`src/rtl/pipeline_ctrl.sv`:
```
// Stall/flush sequencer for the 6-stage MiniMIPS32 pipeline: merges stall requests,
// redirects on exceptions/ERET, then holds fetch until the instruction bus drains.
module pipeline_ctrl #(
    parameter logic [31:0] EXC_VECTOR     = 32'hBFC00380,
    parameter int          DRAIN_MAX      = 8,
    parameter int          EXC_CODE_WIDTH = 5,
    parameter logic [EXC_CODE_WIDTH-1:0] EC_NONE    = 5'h10,
    parameter logic [EXC_CODE_WIDTH-1:0] EC_SYSCALL = 5'h08,
    parameter logic [EXC_CODE_WIDTH-1:0] EC_ERET    = 5'h11
) (
    input  logic                      cpu_clk_75M,
    input  logic                      cpu_rst_n,
    input  logic                      stallreq_if,
    input  logic                      stallreq_id,
    input  logic                      stallreq_ex,
    input  logic                      stallreq_mem,
    input  logic [EXC_CODE_WIDTH-1:0] exc_code_i,
    input  logic [31:0]               cp0_epc_i,
    input  logic                      ibus_busy_i,
    output logic [5:0]                stall,
    output logic                      flush,
    output logic [31:0]               new_pc,
    output logic                      in_drain_o
);

    localparam int CW = $clog2(DRAIN_MAX + 1);

    typedef enum logic {RUN, DRAIN} state_t;

    state_t        state, state_next;
    logic [CW-1:0] drain_cnt, drain_cnt_next;

    always_ff @(posedge cpu_clk_75M or negedge cpu_rst_n) begin
        if (!cpu_rst_n) begin
            state     <= RUN;
            drain_cnt <= '0;
        end else begin
            state     <= state_next;
            drain_cnt <= drain_cnt_next;
        end
    end

    // Outputs are forced low while reset is held, independent of the request inputs.
    always_comb begin
        stall          = 6'b000000;
        flush          = 1'b0;
        new_pc         = 32'h0;
        state_next     = state;
        drain_cnt_next = drain_cnt;
        if (cpu_rst_n) begin
            case (state)
                RUN: begin
                    if (exc_code_i != EC_NONE && !stallreq_mem) begin
                        flush          = 1'b1;
                        new_pc         = (exc_code_i == EC_ERET) ? cp0_epc_i : EXC_VECTOR;
                        state_next     = DRAIN;
                        drain_cnt_next = '0;
                    end else if (stallreq_mem) stall = 6'b011111;
                    else if (stallreq_ex)      stall = 6'b001111;
                    else if (stallreq_id)      stall = 6'b000111;
                    else if (stallreq_if)      stall = 6'b000011;
                end
                DRAIN: begin
                    stall = 6'b000011;
                    if (drain_cnt != CW'(DRAIN_MAX))
                        drain_cnt_next = drain_cnt + 1'b1;
                    // Watchdog: never wait on a stuck bus longer than DRAIN_MAX cycles.
                    if (!ibus_busy_i || drain_cnt == CW'(DRAIN_MAX - 1))
                        state_next = RUN;
                end
                default: state_next = RUN;
            endcase
        end
    end

    assign in_drain_o = cpu_rst_n && (state == DRAIN);

endmodule
```
`config.mk`:
```
export PLATFORM = sky130hd
export DESIGN_NAME = pipeline_ctrl
export DESIGN_NICKNAME = d
export VERILOG_FILES = /design/src/rtl/pipeline_ctrl.sv
export SDC_FILE = /design/constraint.sdc
export NUM_CORES = 1
export LEC_CHECK = 0
export ABC_AREA = 1
export BUFFER_PORTS_ARGS = -buffer_cell sky130_fd_sc_hd__buf_2
export CAP_MARGIN = 25
export CORE_UTILIZATION = 30
export CTS_CLUSTER_SIZE = 25
export DETAILED_ROUTE_END_ITERATION = 10
export PLACE_DENSITY = 0.72
export SLEW_MARGIN = 25
export SYNTH_ARGS = -nofsm -noshare
export SYNTH_HDL_FRONTEND = slang
export SYNTH_SLANG_ARGS = --single-unit
```
`constraint.sdc`:
```
create_clock -name cpu_clk_75M -period 1.01 [get_ports cpu_clk_75M]
set_input_delay 0.0505 -clock cpu_clk_75M [delete_from_list [all_inputs] [get_ports cpu_clk_75M]]
set_output_delay 0.0505 -clock cpu_clk_75M [all_outputs]
set_load 0.02 [all_outputs]
```
Word level (Yosys, flattened, before mapping)
Index checks and enable logic that the tools add are counted.

storage, ports and cells
  logic and storage cells = 35
  memories kept = 0
  input port bits = 44
  ROM bits = 0
  register bits after elaboration = 5
  memory bits (writable) = 0
  latch bits = 0

operators by class
  add/subtract/negate cells = 1
  divide/modulo/power cells = 0
  shift-type cells = 0
  equality and inequality tests = 6
  reductions and logical operators = 6
  $lt $le $gt $ge = 0
  muxes and demuxes = 19
  $mul = 0
  bitwise logic cells = 1

operators by type and width
  cell                                                    number
  2-to-1 mux 32 bit                                       4
  2-to-1 mux 4 bit                                        3
  one-hot mux 6 bit (2 select lines)                      1
  2-to-1 mux 5 bit                                        2
  one-hot mux 4 bit (2 select lines)                      1
  2-to-1 mux 6 bit                                        1
  equality test 5 bit (second input constant)             1
  inequality test 5 bit (second input constant)           1
  adder 4 x 1 -> 4 bit (second input constant)            1
  equality test 4 x 3 -> 1 bit (second input constant)    1
  2-to-1 mux 1 bit                                        4
  inequality test 4 bit (second input constant)           1
  2-to-1 mux 3 bit                                        1
  AND reduction 3 bit                                     1
  logical AND 1 bit                                       2
  zero test 1 bit                                         2
  2-to-1 mux 2 bit                                        1
  inequality test 2 x 1 -> 1 bit (second input constant)  1
  inequality test 2 bit (second input constant)           1
  one-hot mux 1 bit (2 select lines)                      1
  logical OR 1 bit                                        1
  NOT 1 bit                                               1

Depth between registers and ports, before layout
  word-level depth = 7
  gate-level depth with buffers = 7

Worst setup path after synthesis
No wires, ideal clock.

  kind = register -> output
  start = register state
  end = output new_pc[10]
  arrival time = 1.155 ns
  stages on the path, launching flop included = 6
  setup slack = -0.196 ns
  required time = 0.959 ns
  path buffers = 2
  cells stage by stage = dfrtp_1 > buf_6 > nor2_4 > nand3_2 > buf_2 > nor2_1

on the way
  cells in the longest elaborated chain, start to end = 2

ends and longest elaborated chain
  element                   RTL line  RTL
  start: declaration        30        state_t state, state_next;
  start signal: assignment  38        state <= state_next;
  2-to-1 mux 32 bit         51        case (state)
  2-to-1 mux 32 bit         50        if (cpu_rst_n) begin
  end: declaration          22        output logic [31:0] new_pc,

Every way passes these cells.

Final worst setup path
  start = register state
  end = output new_pc[8]

Same word-level chain as after synthesis.

==> flow_metrics.env <==
export IMPL_grt_pass1_vias=1031
export IMPL_cts_tree="yes"
export IMPL_dieWidth_um=53.1
export IMPL_reg2reg_from="state$_DFFE_PN0P_"
export IMPL_critPathMaxFanout=6
export IMPL_pin_count=84
export IMPL_cp_cell_sequence="nor2_4 -> nand3_4 -> buf_4 -> nor2_4 -> buf_2"
export IMPL_numCtsBuffers=3
export IMPL_post_layout_nonfiller_instances=274
export IMPL_reg2reg_depth=7
export IMPL_min_delay_start="ibus_busy_i"
export IMPL_fin_worst_skew_ns=0.000741
export IMPL_die_area_um2=2820
export IMPL_critPathRequiredTime_ns=0.96
export IMPL_syn_avg_cell_area_um2=5.60
export IMPL_fin_crit_ns=1.41
export IMPL_netlist_area_leader_share_pct=22.0
export IMPL_final_common_cell="buf_2"
export IMPL_slowest_stage="dfrtp_1"
export IMPL_r2r_setup_slack_ns=-0.27
export IMPL_hold_viol=0
export IMPL_multi_input_area_um2=733
export IMPL_htreeDepth=1
export IMPL_wire_per_inst_um=10.1
export IMPL_clk_pin_slew_worst_paths_ns=0.04
export IMPL_n_antenna_cell=0
export IMPL_synthesis_instances=140
export IMPL_grt_setup_unrepaired="true"
export IMPL_synth_cell_area_um2=785
export IMPL_grt_overflow=0
export IMPL_yosysSeqAreaShare_pct=15.9
export IMPL_r2r_end="drain_cnt[3]$_DFFE_PN0P_"
export IMPL_critPathCaptureType="output pin"
export IMPL_min_path_cells=4
export IMPL_nFillCells=221
export IMPL_row_count=18
export IMPL_fin_ws_ns=-0.404
export IMPL_port_buffers=82
export IMPL_fin_tns_setup_ns=-15.04
export IMPL_die_h_um=53.1
export IMPL_layout_drive_gt1_share_pct=63.9
export IMPL_mostFrequentLayoutCells="buf_2, nand2_1, nor2_4, buf_4, nor2_1"
export IMPL_syn_to_final_growth_pct=119
export IMPL_core_area_um2=2480
export IMPL_crit_path_max_incr_delay_ns=0.40
export IMPL_grtUsageTotal_pct=19.9
export IMPL_cts_sinks=5
export IMPL_cp_start_kind="flop"
export IMPL_yosysTopAreaCell="nor2_1"
export IMPL_outcome="finished with violations"
export IMPL_ant_nets=0
export IMPL_layout_nets=291
export IMPL_cts_root_buf="clkbuf_4"
export IMPL_drtIter0Drc=19
export IMPL_ir_drop_mv=0.950
export IMPL_critPathKind="flop to output pin"
export IMPL_yosysWarnings=0
export IMPL_gp_congestion=0.783
export IMPL_ys_types=20
export IMPL_fmax_mhz=707
export IMPL_drv_cap=0
export IMPL_dp_hpwl_mm=2.01
export IMPL_firstDrtPassIters=4
export IMPL_place_ws_ns=-0.184
export IMPL_path_buf_inv=2
export IMPL_wl_mm=2.77
export IMPL_regArea_um2=125
export IMPL_setup_viol=44
export IMPL_num_vias=1193
export IMPL_cpMostUsedCell="nor2_4"
export IMPL_dp_cells=263
export IMPL_final_period_utilization_pct=140
export IMPL_initial_core_util_pct=31.7
export IMPL_hp_class="input port to flop"
export IMPL_synth_nets=186
export IMPL_clk_latency_ns=0.24
export IMPL_worstPathArrival_ns=1.36
export IMPL_clk_path_buf_depth=2
export IMPL_ys_seq_elements=5
export IMPL_path_delay_family="flip-flops"
export IMPL_grt_pass1_wl_mm=4.10
export IMPL_slew_viol_final=0
export IMPL_pwr_density_cell_nw_per_um2=850
export IMPL_violations="setup timing"
export IMPL_drc=0
export IMPL_hold_end="state$_DFFE_PN0P_"
export IMPL_drt_vias_per_instance=4.35
export IMPL_grt_max_degree=15
export IMPL_p_leak_nw=0.896
export IMPL_antenna_found_initial=0
export IMPL_synth_area_leaders="nor2_1, nand2_1, dfrtp_1"
## area by class of cell
cell class,instances,area share [%]
clock buffers,4,1.53
inverters,12,2.62
multi-input cells,113,42.7
flip-flops and latches,5,7.28
well taps,30,2.18
repair buffers,110,43.7
## worst min-delay path, stage by stage
cell and delay, ns:
buf_2 0.08, o21a_1 0.12, o21ai_1 0.05, nand2_1 0.04
## cell usage after synthesis
cell type / instances
o21a_1: 1
nand2_1: 42
buf_6: 2
nor2_4: 9
nand3_2: 1
conb_1: 1
dfrtp_1: 5
nor3_1: 1
o211ai_1: 1
nand3_1: 6
inv_2: 2
inv_1: 10
buf_2: 5
buf_4: 2
nand4_1: 1
nor2_1: 46
ha_1: 2
o21ai_0: 1
buf_8: 1
a21oi_1: 1
## routing by layer
metal | track usage [%] | up-vias | wire [um]
li1 | - | 623 | -
met1 | 19.9 | 516 | 969
met2 | 40.7 | 52 | 1510
met3 | 4.31 | 2 | 267
met4 | 3.95 | 0 | 22
met5 | 0 | - | 0
## per-stage QoR
| stage | util (%) | area [um^2] | hold slack [ns] | power (mW) |
|---|---|---|---|---|
| finish | 69.3 | 1720 | 0.132 | 1.46 |
| floorplan | - | 961 | -0.245 | 0.756 |
| global route | 69.3 | 1720 | 0.156 | 1.59 |
| CTS | 68.7 | 1700 | 0.125 | 1.44 |
| global placement | 60.5 | 1500 | -0.0259 | 1.04 |
| detailed placement | 60.5 | 1500 | -0.0234 | 1.05 |
## registers in the layout, indices dropped and copies added (netlist names)
signal	flops
drain_cnt	4
state	1
## cells by family after synthesis
group                      synth area share, %
AOI/OAI and AO/OA                         3.19
adders and majority gates                 3.19
buffers and inverters                     15.6
DFF                                       15.9
other                                    0.478
and+or+nand+nor                           61.6
## power breakdown
part / internal, mW / switching [mW] / leakage, nW
combinational: 0.471 / 0.459 / 0.815
sequential: 0.248 / 0.0515 / 0.0664
clock: 0.149 / 0.0814 / 0.0150
## how the worst max path moves through the flow
stage | depth (start not counted) | to | start
after floorplan | 6 | new_pc[23] | state$_DFFE_PN0P_
after global placement | 5 | state$_DFFE_PN0P_ | drain_cnt[0]$_DFFE_PN0P_
after detailed placement | 7 | drain_cnt[3]$_DFFE_PN0P_ | state$_DFFE_PN0P_
after CTS | 5 | new_pc[8] | state$_DFFE_PN0P_
after global routing | 5 | new_pc[8] | state$_DFFE_PN0P_
final | 5 | new_pc[8] | state$_DFFE_PN0P_
## repair_timing
item                                   CTS  global route
hold buffers                             1             0
resized for setup                       43             2
endpoints found under the hold margin    5             0
setup endpoints to repair               44            44
buffers inserted                         5             1
cloned                                   0             0
pin swaps                                2             1
(Power assumes the default switching activity.)
